<file path="config.mk">
export PLATFORM = sky130hd
export DESIGN_NAME = add_pipe
export DESIGN_NICKNAME = d
export VERILOG_FILES = /design/src/rtl/add_pipe.sv
export SDC_FILE = /design/constraint.sdc
export NUM_CORES = 1
export LEC_CHECK = 0
export ABC_AREA = 1
export CAP_MARGIN = 15
export CORE_MARGIN = 4
export CORE_UTILIZATION = 39
export CTS_CLUSTER_DIAMETER = 40
export DETAILED_ROUTE_END_ITERATION = 6
export GPL_ROUTABILITY_DRIVEN = 0
export PLACE_DENSITY = 0.68
export SLEW_MARGIN = 0
export SYNTH_ARGS = -nofsm -noshare
export SYNTH_HDL_FRONTEND = slang
export SYNTH_SLANG_ARGS = --single-unit
</file>
<file path="constraint.sdc">
create_clock -name clk -period 7.3 [get_ports clk]
set_input_delay 1.095 -clock clk [delete_from_list [all_inputs] [get_ports clk]]
set_output_delay 1.095 -clock clk [all_outputs]
set_load 0.1 [all_outputs]
</file>
<file path="src/rtl/add_pipe.sv">
// add_pipe: pipelined add/subtract; WIDTH is split into STAGES chunks with carry rippled stage to stage.
// Defining ADD_PIPE_SAT_EN adds the sat port and saturation of signed-overflow results.
module add_pipe #(
   parameter int WIDTH  = 32,
   parameter int STAGES = 4
) (
   input  logic             clk,
   input  logic             reset,
   input  logic             in_valid,
   output logic             in_ready,
   input  logic [WIDTH-1:0] a,
   input  logic [WIDTH-1:0] b,
   input  logic             sub,
`ifdef ADD_PIPE_SAT_EN
   input  logic             sat,
`endif
   output logic             out_valid,
   input  logic             out_ready,
   output logic [WIDTH-1:0] y,
   output logic             cout,
   output logic             ovf,
   output logic             zero
);

   localparam int CHUNK = WIDTH / STAGES;
   localparam logic [WIDTH-1:0] POS_MAX = {1'b0, {(WIDTH-1){1'b1}}};
   localparam logic [WIDTH-1:0] NEG_MIN = {1'b1, {(WIDTH-1){1'b0}}};

   if (WIDTH % STAGES != 0) begin : g_bad_cfg
      $error("add_pipe: WIDTH must be a multiple of STAGES");
   end

   logic             advance;
   logic             sat_in;

   logic             v_q   [STAGES];
   logic             v_d   [STAGES];
   logic [WIDTH-1:0] a_q   [STAGES];
   logic [WIDTH-1:0] a_d   [STAGES];
   logic [WIDTH-1:0] b_q   [STAGES];
   logic [WIDTH-1:0] b_d   [STAGES];
   logic [WIDTH-1:0] s_q   [STAGES];
   logic [WIDTH-1:0] s_d   [STAGES];
   logic             c_q   [STAGES];
   logic             c_d   [STAGES];
   logic             sat_q [STAGES];
   logic             sat_d [STAGES];

   logic [WIDTH-1:0] cur_a, cur_b, cur_s;
   logic             cur_c, cur_v, cur_sat;
   logic [CHUNK:0]   csum;

   logic [WIDTH-1:0] y_q, y_d;
   logic             cout_q, cout_d;
   logic             ovf_q, ovf_d;
   logic             zero_q, zero_d;

`ifdef ADD_PIPE_SAT_EN
   assign sat_in = sat;
`else
   assign sat_in = 1'b0;
`endif

   // Global stall: the whole pipe freezes while a result waits at the output.
   assign advance   = !v_q[STAGES-1] || out_ready;
   assign in_ready  = advance;
   assign out_valid = v_q[STAGES-1];
   assign y         = y_q;
   assign cout      = cout_q;
   assign ovf       = ovf_q;
   assign zero      = zero_q;

   always_comb begin
      cur_a   = a;
      cur_b   = sub ? ~b : b;
      cur_s   = '0;
      cur_c   = sub;
      cur_v   = in_valid && advance;
      cur_sat = sat_in;
      csum    = '0;
      for (int k = 0; k < STAGES; k++) begin
         csum = {1'b0, cur_a[k*CHUNK +: CHUNK]} + {1'b0, cur_b[k*CHUNK +: CHUNK]}
              + {{CHUNK{1'b0}}, cur_c};
         s_d[k]                   = cur_s;
         s_d[k][k*CHUNK +: CHUNK] = csum[CHUNK-1:0];
         c_d[k]   = csum[CHUNK];
         a_d[k]   = cur_a;
         b_d[k]   = cur_b;
         v_d[k]   = cur_v;
         sat_d[k] = cur_sat;
         // Stage k+1 works from what stage k registered last cycle.
         if (k < STAGES-1) begin
            cur_a   = a_q[k];
            cur_b   = b_q[k];
            cur_s   = s_q[k];
            cur_c   = c_q[k];
            cur_v   = v_q[k];
            cur_sat = sat_q[k];
         end
      end
      // cur_a/cur_b now hold the final stage's operands (B already inverted for sub).
      ovf_d  = (cur_a[WIDTH-1] == cur_b[WIDTH-1]) && (s_d[STAGES-1][WIDTH-1] != cur_a[WIDTH-1]);
      cout_d = c_d[STAGES-1];
      y_d    = s_d[STAGES-1];
      if (cur_sat && ovf_d) begin
         y_d = cur_a[WIDTH-1] ? NEG_MIN : POS_MAX;
      end
      zero_d = (y_d == '0);
   end

   always_ff @(posedge clk) begin
      if (reset) begin
         for (int k = 0; k < STAGES; k++) begin
            v_q[k]   <= 1'b0;
            a_q[k]   <= '0;
            b_q[k]   <= '0;
            s_q[k]   <= '0;
            c_q[k]   <= 1'b0;
            sat_q[k] <= 1'b0;
         end
         y_q    <= '0;
         cout_q <= 1'b0;
         ovf_q  <= 1'b0;
         zero_q <= 1'b0;
      end else if (advance) begin
         for (int k = 0; k < STAGES; k++) begin
            v_q[k]   <= v_d[k];
            a_q[k]   <= a_d[k];
            b_q[k]   <= b_d[k];
            s_q[k]   <= s_d[k];
            c_q[k]   <= c_d[k];
            sat_q[k] <= sat_d[k];
         end
         y_q    <= y_d;
         cout_q <= cout_d;
         ovf_q  <= ovf_d;
         zero_q <= zero_d;
      end
   end

endmodule

</file>
# Word level (Yosys, flattened, before mapping)
# Memory sizes are Yosys's and may differ from the RTL's.
# Cells that the tools add are included.
op_classes:
  n_addsub: 8
  n_eq_ne: 2
  muxes: 32
  bitwise: 25
  n_reduce_logical: 6
ops:
  columns: ["op", "n"]
  rows:
  - ["2-to-1 mux 32 bit", 15]
  - ["adder 8 x 8 -> 9 bit", 4]
  - ["adder 9 x 1 -> 9 bit", 4]
  - ["zero test 32 bit", 1]
  - ["NOT 32 bit", 1]
  - ["OR 1 bit", 24]
  - ["2-to-1 mux 1 bit", 17]
  - ["logical AND 1 bit", 3]
  - ["== test 1 bit", 1]
  - ["zero test 1 bit", 1]
  - ["logical OR 1 bit", 1]
  - ["inequality test 1 bit", 1]
word_totals:
  register_bits: 35
  ram_bits: 396
  inputBits: 69
  output_inout_bits: 37
  elab_cells: 83
  mem_count: 6
mem_list:
  columns: ["memory", "words", "width", "rd", "rd_ports_with_merged_regs", "write_ports", "line_no", "source"]
  rows:
  - ["a_q", 4, 32, 3, 0, 4, "38", "logic [WIDTH-1:0] a_q [STAGES];"]
  - ["b_q", 4, 32, 3, 0, 4, "40", "logic [WIDTH-1:0] b_q [STAGES];"]
  - ["s_q", 4, 32, 3, 0, 4, "42", "logic [WIDTH-1:0] s_q [STAGES];"]
  - ["c_q", 4, 1, 3, 0, 4, "44", "logic c_q [STAGES];"]
  - ["sat_q", 4, 1, 3, 0, 4, "46", "logic sat_q [STAGES];"]
  - ["v_q", 4, 1, 4, 0, 4, "36", "logic v_q [STAGES];"]

# Depth between registers and ports, before layout
# An unclocked memory read counts as a cell.
logic_depth:
  word_depth: 8
  mapped_depth: 13
  depth_no_buf: 13

# Worst setup path after synthesis
# Ideal clock, no wire load.
synth_timing:
  path_type: "input to register"
  startpoint: "input out_ready"
  endpoint: "memory a_q[0][10], enable pin"
  setup_ps: 504
  t_arrival_ps: 5072
  required_ps: 6796
  path_slack_ps: 1724
  stages: 5
  n_path_buf: 1
  path_cell_list: "inv_2 nand2_1 nor2_4 buf_2 inv_1"
synth_rtl:
  columns: ["element", "line_no", "source"]
  rows:
  - ["from (decl)", "18", "input logic out_ready,"]
  - ["to (decl)", "38", null]

# Worst setup path after layout
layout_timing:
  startpoint: "input out_ready"
  endpoint: "output in_ready"
layout_via:
  elab_chain_len: 1
layout_rtl:
  columns: ["element", "line_no", "source"]
  rows:
  - ["logical OR 1 bit", "65", "assign advance = !v_q[STAGES-1] || out_ready;"]
  - ["to (decl)", "10", "output logic in_ready,"]
# No other way between the ends.

==> metrics <==
vias in the first global route=5009; Pwr Total=2.560 mW; FF+latch count, synth=186; die height=155.1 µm; final worst path period share=54.77%; postcts setup bufs=0; DR vias=5332; Crit Path Class=in2out; gr usage total=12.37%; Final Hold Violating Endpoints=0; CTS buffer count=17; initial antenna violation count=0; Cell Area, Synth=8437 µm²; CTS max path bufs=2; f_max=0.2501 GHz; # clock sinks=186; Critical R2R Launch=v_q[0][3]; YS warnings=0; wire length per cell=11.81 µm; Worst Clk Skew=0.009929 ns; 1st-pass router iterations=5; Starting Density=39.88%; FF-to-FF path depth=4; Setup crit end kind=primary output; die area=24050 µm²; Worst-path clk slew=0.07 ns; post-placement cell area=9687 µm²; pre-CTS WS=3.304 ns; count leader, synth=nor2_1; Max FO, Critical Path=2; Seq/Total Area, Yosys=62.05%; average size of a mapped cell=10.30 µm²; Post-synth EDFFs=151; Worst Setup SP=out_ready; # resized after CTS=0; Final Setup Violations=0; top cell type by total area after synthesis=edfxtp_1; Leak=4.464 nW; drt drc=0; I/O Buffers=105; total negative slack=0 ns; max-slew violations=0; final core occ=48.78%; RSZ-0062 raised after global routing=false; drt total wl=14.25 mm; Hold Path Class=reg2reg; CP endpoint=in_ready; hpwl dp=9.820 mm; Syn-to-layout area delta=22.32%; Worst VDD drop=0.0001277 V; synth cell count leaders=155 x nor2_1, 151 x edfxtp_1, 147 x inv_1, 120 x nand2_1, 38 x a21oi_1; # hold bufs at CTS=0; Clock H-tree levels=4; RR Endpoint=a_q[0][22]; status=finished, final reports clean; Mapped Cells=819; Final ANT Viol Nets=0; Max-Cap Viols=0; CP Launch Type=input port; worst path arrival time=2.90 ns; Power Dens Cells=248.1 nW/µm²; share of cells above drive strength 1=4.614%; Required @ worst endpoint=6.20 ns; Slew HR=29.49%; actual slew at the worst max-slew pin=1.054 ns; asr flop ratio synth=0%; Clk Latency, worst-skew pair=0.43 ns; CTS tree=built; Core Region=21150 µm²; nets=1023; Top FF cell, synth=edfxtp_1; synth top area cells=edfxtp_1 54%, dfxtp_1 8.3%, nor2_1 6.9%; DR vias/cell=4.418; minimum clock period=3.998 ns; final instance area=10320 µm²; largest net degree at the start of global routing=90; Iter 0 DRT Violations=212; row cnt=53; Yosys top cell area share=53.74%; Netlist cell types=34; grt ovf=0; R2R Setup Slk=4.63 ns; net count after synthesis=923; Die Width=155.1 µm; fill count=1905; Final WS setup=3.302 ns; Root Driver=clkbuf_16; IO Count=106; first-pass GRT wire length=23.72 mm; Antenna Cells=0
## placed cells by master, fill, tap and decap left out, types with 7 or more instances in the layout
master | netlist | layout
nand4_1 | 9 | 9
nand3_1 | 14 | 14
xor2_1 | 9 | 9
xnor2_1 | 24 | 24
dfxtp_1 | 35 | 35
clkbuf_16 | 0 | 17
inv_1 | 147 | 146
ha_1 | 28 | 28
a21oi_1 | 38 | 38
clkdlybuf4s50_1 | 0 | 104
nor2_1 | 155 | 155
fa_1 | 7 | 7
nand2_1 | 120 | 120
o21ai_0 | 25 | 25
edfxtp_1 | 151 | 151
## cell families (layout without fill, tap and decap cells)
logic type / count (synthesis) / count (layout) / synth area share, %
xor gates and xnor gates: 33 / 33 / 3.426
adders and majority gates: 35 / 35 / 5.813
DFF: 186 / 186 / 62.05
and+or+nand+nor: 306 / 306 / 14.39
buffers and inverters: 176 / 289 / 8.646
AOI/OAI and AO/OA: 83 / 83 / 5.680
## final cells by class
type	instances	area (µm²)	area share, %
clock inverter	15	207.7	2.013
clock buffer	17	425.4	4.122
tap	275	344.1	3.334
multi-input combinational	457	2472	23.96
timing repair buffer	108	1069	10.35
inverter	149	566.8	5.492
sequential	186	5235	50.73
## sequential cells by signal, indices dropped and copies added (netlist names), 3 cells and up
register,count
b_q,48
a_q,48
y,32
s_q,48
v_q,4
c_q,3
## per-stage QoR
stage | hold slack [ns] | cells
after floorplan | 0.4380 | 819
after global placement | 0.4381 | 1175
after detailed placement | 0.4426 | 1175
after CTS | 0.4574 | 1207
after global routing | 0.4737 | 1207
final | 0.4541 | 1207
## report_power, final
| group | switching (mW) | leakage, nW | internal (mW) | total (mW) |
|---|---|---|---|---|
| Sequential | 0.0292 | 2.07 | 1.23 | 1.26 |
| Combinational | 0.221 | 2.09 | 0.125 | 0.346 |
| Clock | 0.428 | 0.304 | 0.525 | 0.953 |
## per-layer routing
metal / GRT usage [%] / share of wire [%] / up-vias
li1: - / - / 2823
met1: 15.86 / 46 / 2394
met5: 0 / 0 / -
met4: 4.542 / 1.9 / 0
met2: 20.25 / 48 / 100
met3: 3.282 / 4.2 / 15
## worst min path at each step
stage                          start    end  slack [ns]  cells past startpoint
after floorplan           s_q[0][64]   y[0]        0.44                      2
after global placement         y[15]  y[15]        0.44                      2
after detailed placement       y[15]  y[15]        0.44                      2
after CTS                      y[15]  y[15]        0.46                      2
after global routing           y[17]  y[17]        0.47                      2
final                          y[15]  y[15]        0.45                      2
## critical path: stages
cell and delay (ns):
clkdlybuf4s50_1 0.48, inv_2 0.05, nand2_1 0.12, clkdlybuf4s50_1 1.15
Note: power is estimated with default switching activity, not from simulation.
